<file path="src/rtl/alu_pkg.sv">
// Shared definitions for the 8-bit ALU and its execute controller:
// opcode constants, datapath width and controller state encoding.
package alu_pkg;

    localparam int DATA_W = 8;

    localparam logic [3:0] OP_ADD = 4'd0;
    localparam logic [3:0] OP_SUB = 4'd1;
    localparam logic [3:0] OP_AND = 4'd2;
    localparam logic [3:0] OP_OR  = 4'd3;
    localparam logic [3:0] OP_XOR = 4'd4;
    localparam logic [3:0] OP_EQ  = 4'd5;
    localparam logic [3:0] OP_GT  = 4'd6;
    localparam logic [3:0] OP_SHL = 4'd7;
    localparam logic [3:0] OP_SHR = 4'd8;
    localparam logic [3:0] OP_MUL = 4'd9;

    typedef enum logic [1:0] {
        IDLE = 2'd0,
        EXEC = 2'd1,
        WB   = 2'd2
    } state_e;

endpackage

</file>
<file path="src/rtl/alu_exec_ctrl_regfile.sv">
// Register file for the execute controller: two operand read ports, one debug
// read port, one synchronous write port; register 0 is hard-wired to zero.
module alu_regfile #(
    parameter int NREG   = 8,
    parameter int DATA_W = 8,
    localparam int AW    = $clog2(NREG)
) (
    input  logic              clk,
    input  logic              rst,
    input  logic [AW-1:0]     ra_addr,
    output logic [DATA_W-1:0] ra_data,
    input  logic [AW-1:0]     rb_addr,
    output logic [DATA_W-1:0] rb_data,
    input  logic [AW-1:0]     dbg_addr,
    output logic [DATA_W-1:0] dbg_data,
    input  logic              we,
    input  logic [AW-1:0]     waddr,
    input  logic [DATA_W-1:0] wdata
);

    logic [DATA_W-1:0] mem_q [NREG];
    logic [DATA_W-1:0] mem_d [NREG];

    // Next-state of the storage array; writes to register 0 are dropped.
    always_comb begin
        mem_d = mem_q;
        if (we && (waddr != {AW{1'b0}})) begin
            mem_d[waddr] = wdata;
        end else begin
            mem_d[0] = {DATA_W{1'b0}};
        end
    end

    // Storage array with asynchronous clear.
    always_ff @(posedge clk or posedge rst) begin
        if (rst) begin
            for (int i = 0; i < NREG; i++) begin
                mem_q[i] <= {DATA_W{1'b0}};
            end
        end else begin
            mem_q <= mem_d;
        end
    end

    assign ra_data  = (ra_addr  == {AW{1'b0}}) ? {DATA_W{1'b0}} : mem_q[ra_addr];
    assign rb_data  = (rb_addr  == {AW{1'b0}}) ? {DATA_W{1'b0}} : mem_q[rb_addr];
    assign dbg_data = (dbg_addr == {AW{1'b0}}) ? {DATA_W{1'b0}} : mem_q[dbg_addr];

endmodule

</file>
<file path="src/rtl/alu_exec_ctrl.sv">
// Sequential execute controller: accepts one instruction, drives the external
// combinational ALU for one cycle, then writes the result back (IDLE->EXEC->WB).
module alu_exec_ctrl #(
    parameter int NREG   = 8,
    parameter int DATA_W = 8,
    localparam int AW    = $clog2(NREG)
) (
    input  logic              clk,
    input  logic              rst,
    input  logic              in_valid,
    output logic              in_ready,
    input  logic [3:0]        in_op,
    input  logic [AW-1:0]     in_rd,
    input  logic [AW-1:0]     in_rs,
    input  logic [AW-1:0]     in_rt,
    input  logic [DATA_W-1:0] in_imm,
    input  logic              in_use_imm,
    output logic [DATA_W-1:0] alu_a,
    output logic [DATA_W-1:0] alu_b,
    output logic [3:0]        alu_op,
    input  logic [DATA_W-1:0] alu_result,
    input  logic              alu_zero,
    input  logic              alu_carry,
    output logic              out_valid,
    output logic [AW-1:0]     out_rd,
    output logic [DATA_W-1:0] out_data,
    output logic              flag_z,
    output logic              flag_c,
    input  logic [AW-1:0]     dbg_addr,
    output logic [DATA_W-1:0] dbg_data
);

    import alu_pkg::*;

    state_e            state_q, state_d;
    logic [DATA_W-1:0] alu_a_q, alu_a_d;
    logic [DATA_W-1:0] alu_b_q, alu_b_d;
    logic [3:0]        alu_op_q, alu_op_d;
    logic [AW-1:0]     out_rd_q, out_rd_d;
    logic [DATA_W-1:0] out_data_q, out_data_d;
    logic              flag_z_q, flag_z_d;
    logic              flag_c_q, flag_c_d;
    logic              out_valid_q, out_valid_d;
    logic [DATA_W-1:0] rs_data_s, rt_data_s;

    alu_regfile #(
        .NREG   (NREG),
        .DATA_W (DATA_W)
    ) u_regfile (
        .clk      (clk),
        .rst      (rst),
        .ra_addr  (in_rs),
        .ra_data  (rs_data_s),
        .rb_addr  (in_rt),
        .rb_data  (rt_data_s),
        .dbg_addr (dbg_addr),
        .dbg_data (dbg_data),
        .we       (state_q == WB),
        .waddr    (out_rd_q),
        .wdata    (out_data_q)
    );

    // Next-state and output-register logic for the three-state sequence.
    always_comb begin
        state_d    = state_q;
        alu_a_d    = alu_a_q;
        alu_b_d    = alu_b_q;
        alu_op_d   = alu_op_q;
        out_rd_d   = out_rd_q;
        out_data_d = out_data_q;
        flag_z_d   = flag_z_q;
        flag_c_d   = flag_c_q;
        case (state_q)
            IDLE: begin
                if (in_valid) begin
                    alu_op_d = in_op;
                    alu_a_d  = rs_data_s;
                    alu_b_d  = in_use_imm ? in_imm : rt_data_s;
                    out_rd_d = in_rd;
                    state_d  = EXEC;
                end else begin
                    state_d  = IDLE;
                end
            end
            EXEC: begin
                out_data_d = alu_result;
                flag_z_d   = alu_zero;
                flag_c_d   = alu_carry;
                state_d    = WB;
            end
            WB: begin
                state_d = IDLE;
            end
            default: begin
                state_d = IDLE;
            end
        endcase
        // The strobe flop leads the state by one decision so it is high exactly in WB.
        out_valid_d = (state_d == WB);
    end

    // Controller state and registered outputs with asynchronous clear.
    always_ff @(posedge clk or posedge rst) begin
        if (rst) begin
            state_q     <= IDLE;
            alu_a_q     <= {DATA_W{1'b0}};
            alu_b_q     <= {DATA_W{1'b0}};
            alu_op_q    <= 4'd0;
            out_rd_q    <= {AW{1'b0}};
            out_data_q  <= {DATA_W{1'b0}};
            flag_z_q    <= 1'b0;
            flag_c_q    <= 1'b0;
            out_valid_q <= 1'b0;
        end else begin
            state_q     <= state_d;
            alu_a_q     <= alu_a_d;
            alu_b_q     <= alu_b_d;
            alu_op_q    <= alu_op_d;
            out_rd_q    <= out_rd_d;
            out_data_q  <= out_data_d;
            flag_z_q    <= flag_z_d;
            flag_c_q    <= flag_c_d;
            out_valid_q <= out_valid_d;
        end
    end

    assign in_ready  = (state_q == IDLE);
    assign alu_a     = alu_a_q;
    assign alu_b     = alu_b_q;
    assign alu_op    = alu_op_q;
    assign out_rd    = out_rd_q;
    assign out_data  = out_data_q;
    assign flag_z    = flag_z_q;
    assign flag_c    = flag_c_q;
    assign out_valid = out_valid_q;

endmodule

</file>
<file path="config.mk">
export PLATFORM = sky130hd
export DESIGN_NAME = alu_exec_ctrl
export DESIGN_NICKNAME = d
export VERILOG_FILES = /design/src/rtl/alu_pkg.sv /design/src/rtl/alu_exec_ctrl_regfile.sv /design/src/rtl/alu_exec_ctrl.sv
export SDC_FILE = /design/constraint.sdc
export NUM_CORES = 1
export LEC_CHECK = 0
export ABC_AREA = 1
export CAP_MARGIN = 0
export CORE_ASPECT_RATIO = 0.5
export CORE_MARGIN = 4
export CORE_UTILIZATION = 55
export DETAILED_ROUTE_END_ITERATION = 10
export PLACE_DENSITY_LB_ADDON = 0.05
export SYNTH_ARGS = -nofsm -noshare
export SYNTH_HDL_FRONTEND = slang
export SYNTH_SLANG_ARGS = --single-unit
</file>
<file path="constraint.sdc">
create_clock -name clk -period 4.57 [get_ports clk]
set_clock_uncertainty 0.05 [all_clocks]
set_input_delay 0.457 -clock clk [delete_from_list [all_inputs] [get_ports clk]]
set_output_delay 0.457 -clock clk [all_outputs]
set_load 0.02 [all_outputs]
</file>
Word-level counts from Yosys, hierarchy flattened
Index checks and enable logic that the tools add are counted.
Word-level totals
  register bits: 100
  input port bits: 38
  output and inout bits: 43
  logic and storage cells: 56
Cells by class
  eq/ne operators: 3
  magnitude comparators: 5
  multiplexer cells: 19
  bitwise operators: 4
  reductions and logical operators: 8
Operator list (number)
  $mux 8: 12
  $bmux 8 s3: 3
  $bwmux 64: 1
  $demux 8 s3: 1
  $ge 4x4->1 const B: 4
  $not 3->4: 4
  $logic_not 3->1: 3
  $eq 2x2->1 const B: 2
  $lt 4x1->1 const B: 1
  $pmux 2 s2: 1
  $reduce_bool 3->1: 1
  $eq 2x1->1 const B: 1
  $logic_and 1x1->1: 2
  $logic_not 2->1: 1
  $reduce_and 2->1: 1
  $mux 1: 1

Longest topological paths before layout
  depth after elaboration: 7
  gate-level depth with buffers: 9
  mapped depth without buffers: 8

By module
From an unflattened synthesis, not the netlist that was laid out.
Unflattened totals
  cells, all modules: 882
  area, all modules: 5891.9 um^2
Modules (own cells, without submodules)
  alu_regfile: area each 4379.2 um^2, cells each 702, instances 1, seq. area each 1601.5 um^2
  alu_exec_ctrl: area each 1512.7 um^2, cells each 180, instances 1, seq. area each 900.9 um^2

Worst setup path after synthesis
Ideal clock, no wire load.
  path type: input to output
  start: input port dbg_addr[0]
  end: output port dbg_data[6]
  cell stages on the path: 6
  setup slack: 2.624 ns
  required time: 4.063 ns
  data arrival time: 1.439 ns
  buffers on the path: 2
  cell sequence: buf_4 clkbuf_1 o21ai_0 o21ai_0 a21oi_1 nor2_1
On the way
  longest elaborated chain between the ends: 5
  elaborated cells on any way between the ends: 6
  those cells by class: 4 x mux; 1 x bitwise; 1 x reduce/logical
Ends and longest elaborated chain
  start: declaration: RTL line alu_exec_ctrl.sv:29  | input logic [AW-1:0] dbg_addr,
  $not 3->4 (not written as such): RTL line alu_exec_ctrl_regfile.sv:47  | assign dbg_data = (dbg_addr == {AW{1'b0}}) ? {DATA_W{1'b0}} : mem_q[dbg_addr];
  $bmux 8 s3: RTL line alu_exec_ctrl_regfile.sv:47
  $mux 8 (not written as such) (2 in a row): RTL line alu_exec_ctrl_regfile.sv:47
  $mux 8 *: RTL line alu_exec_ctrl_regfile.sv:47
  end: declaration: RTL line alu_exec_ctrl.sv:30  | output logic [DATA_W-1:0] dbg_data
Every way passes the cells marked *; elsewhere a longest branch is shown, timed or not. The select of a mux whose other input is x is not followed.

Worst setup path in the final report
  start: input port dbg_addr[0]
  end: output port dbg_data[0]
Same word-level chain as after synthesis.

==> summary.txt <==
wire per inst - 17.7 microns
Synthesis Warnings - 0
Clk pwr share - 24.2%
ant diodes - 0
DR pass1 iterations - 5
Final ANT Viol Nets - 0
crit path cell chain - clkdlybuf4s50_1 -> buf_4 -> inv_2 -> nand3_1 -> nand2_1 -> nor2_1 -> clkdlybuf4s50_1
critical path's slowest cell - clkdlybuf4s50_1
GRT Overall Usage - 30.1%
top cell type's share of synthesized area - 46.1%
max_cap viols - 0
DRC viols - 0
crit path DAT - 2.76 ns
Initial Utilization - 56.9%
Hold Slack - 0.430 ns
Startpoint Class - input port
CP Class - in2out
synth unique cells - 22
critical path required time - 4.06 ns
Longest Clk Path Bufs - 2
H-tree depth - 3
register area share after synthesis - 46.1%
crit end category - output port
net switching power - 1.30 mW
leak pwr - 3.04 nW
synthesis-to-layout area growth - 20.9%
Yosys top cell by area - dfrtp_1
CTS sink count - 100
synthesized area - 5430 sq um
vias in the first global route - 5006
first-pass GRT wire length - 27.0 mm
PwrDens - 513 nW/um^2
# hold bufs at CTS - 0
Chip Height - 78.2 microns
syn nets - 787
routed wire length - 16.7 mm
setup TNS - 0 ns
pin slew with the least headroom to its limit - 0.935 ns
DP HPWL - 11.7 mm
EDFF count, synth - 0
I/O Buffers - 80
Reg power frac - 42.9%
Core Rows - 25
core box area - 9540 sq um
final setup fails - 0
chip width - 148 microns
top-count cell post-synth - nand2_1
P_int - 2.06 mW
post-synthesis async set-or-reset flop share - 100%
routability cong. - 0.974
top cells by area, synth - dfrtp_1, nand2_1, o21ai_0
dpl cells - 931
Top FF cell, synth - dfrtp_1
pre-CTS setup slack - 1.37 ns
Yosys reg bits - 100
fin area - 6560 sq um
post-synthesis instance total - 749
Gate power share - 32.9%
Clock Tree Root - clkbuf_16
Total Die Area - 11600 sq um
Hold Crit Class - reg2reg
DR iter-0 viols - 766
DR vias - 5396
RSZ-0062 raised after global routing - no
leading cell types by count after synthesis - nand2_1, o21ai_0, dfrtp_1
worst setup margin - 1.31 ns
# IOs - 81
timing-limited maximum frequency - 0.306 GHz
final hold viol count - 0
part of the cycle the worst path needs - 71.4%
Worst slew margin - 37.7%
grt ovf - 0
largest net degree at the start of global routing - 77
Final nets - 845
CTS tree - done
CTS resizes - 0
slowest stage delay, CP - 0.61 ns
min Tclk post-route - 3.26 ns
most frequent CP cell - clkdlybuf4s50_1
Reg clk slew, reported paths - 0.07 ns
share of cells above drive strength 1 - 5.06%
status - finished, final reports clean
postcts setup bufs - 0
crit-path max FO - 37
placed cell area - 6250 sq um
clk_lat worst skew - 0.34 ns
DR vias/cell - 5.70
Slew Viols, Final - 0
crit path buf inv count - 4
worst vdd ir - 0.282 mV
final std cells w/o fill - 946
Largest delay share family, worst path - buffers and inverters
Net Sw Frac - 38.7%
TritonCTS Buffers - 9
Syn Area/Cell - 7.25 sq um
initial antenna violation count - 0
==> worst paths after layout <==
| kind | slack, ns | start | cells past startpoint | end |
|---|---|---|---|---|
| min in group asynchronous | 0.61 | rst | 2 | out_valid |
| min | 0.43 | alu_op[0] | 2 | alu_op[0] |
| max reg2reg | 2.22 | state_q[0] | 5 | alu_a[0] |
| min reg2reg | 0.43 | alu_op[0] | 2 | alu_op[0] |
| max in group asynchronous | 2.92 | rst | 3 | alu_a[6] |
| max | 1.31 | dbg_addr[0] | 7 | dbg_data[0] |
==> state kept, by name, indices dropped and copies added, names as in the netlist <==
| signal | flops |
|---|---|
| alu_b | 8 |
| out_valid | 1 |
| flag_z | 1 |
| alu_a | 8 |
| out_rd | 3 |
| out_data | 8 |
| flag_c | 1 |
| u_regfile.mem_q | 64 |
| alu_op | 4 |
| state_q | 2 |
==> cells by family (layout without fill, tap and decap cells) <==
| group | Yosys count | in the layout | share of synthesized area [%] |
|---|---|---|---|
| simple gates | 349 | 349 | 27.1 |
| compound gates | 181 | 181 | 17.6 |
| buf+inv | 119 | 181 | 9.17 |
| flops | 100 | 100 | 46.1 |
==> placed cells by master (no fill, tap or decap), types with 2 or more instances in the layout <==
master	instances
dfrtp_1	100
inv_1	73
o211ai_1	8
nor2_4	5
buf_4	6
bufinv_16	2
nor2_1	44
nand2_1	222
o21ai_0	111
clkinv_4	2
o21ai_2	8
clkinv_1	3
clkdlybuf4s50_1	80
clkbuf_16	9
a21oi_1	53
inv_2	3
nand3_1	74
==> tightest hold or removal path: cells and delay by family, from the launching register on <==
kind / cells / cell delay, ns
flip-flops: 1 / 0.35
AND/OR/NAND/NOR: 2 / 0.10
==> layout make-up <==
cell class	count	area [sq um]
fill	828	2980
sequential	100	2500
multi-input combinational	530	2430
timing repair buffer	86	846
inverter	80	303
clock buffer	9	225
tap	135	169
clock inverter	6	90.1
==> power groups by stage <==
stage	sequential, mW	combinational [mW]	clock (mW)
6_report	1.44	1.11	0.815
5_1_grt	1.46	1.24	0.869
4_1_cts	1.42	1.11	0.822
3_5_place_dp	1.43	1.09	0
3_3_place_gp	1.43	1.07	0
2_1_floorplan	1.44	0.583	0
==> layer usage <==
metal	share of wire [%]	wire length, microns	GRT usage (%)
met5	0	0	0
met3	10	1700	6.23
met1	45	7480	45.6
met2	43	7250	44.5
met4	1.6	271	6.73
==> metrics by stage <==
step / power [mW] / util, %
after floorplan: 2.02 / -
after global placement: 2.50 / 65.5
after detailed placement: 2.53 / 65.5
after CTS: 3.35 / 68.8
after global routing: 3.57 / 68.8
final: 3.36 / 68.8
No activity file was read; power rests on OpenSTA's default activity.
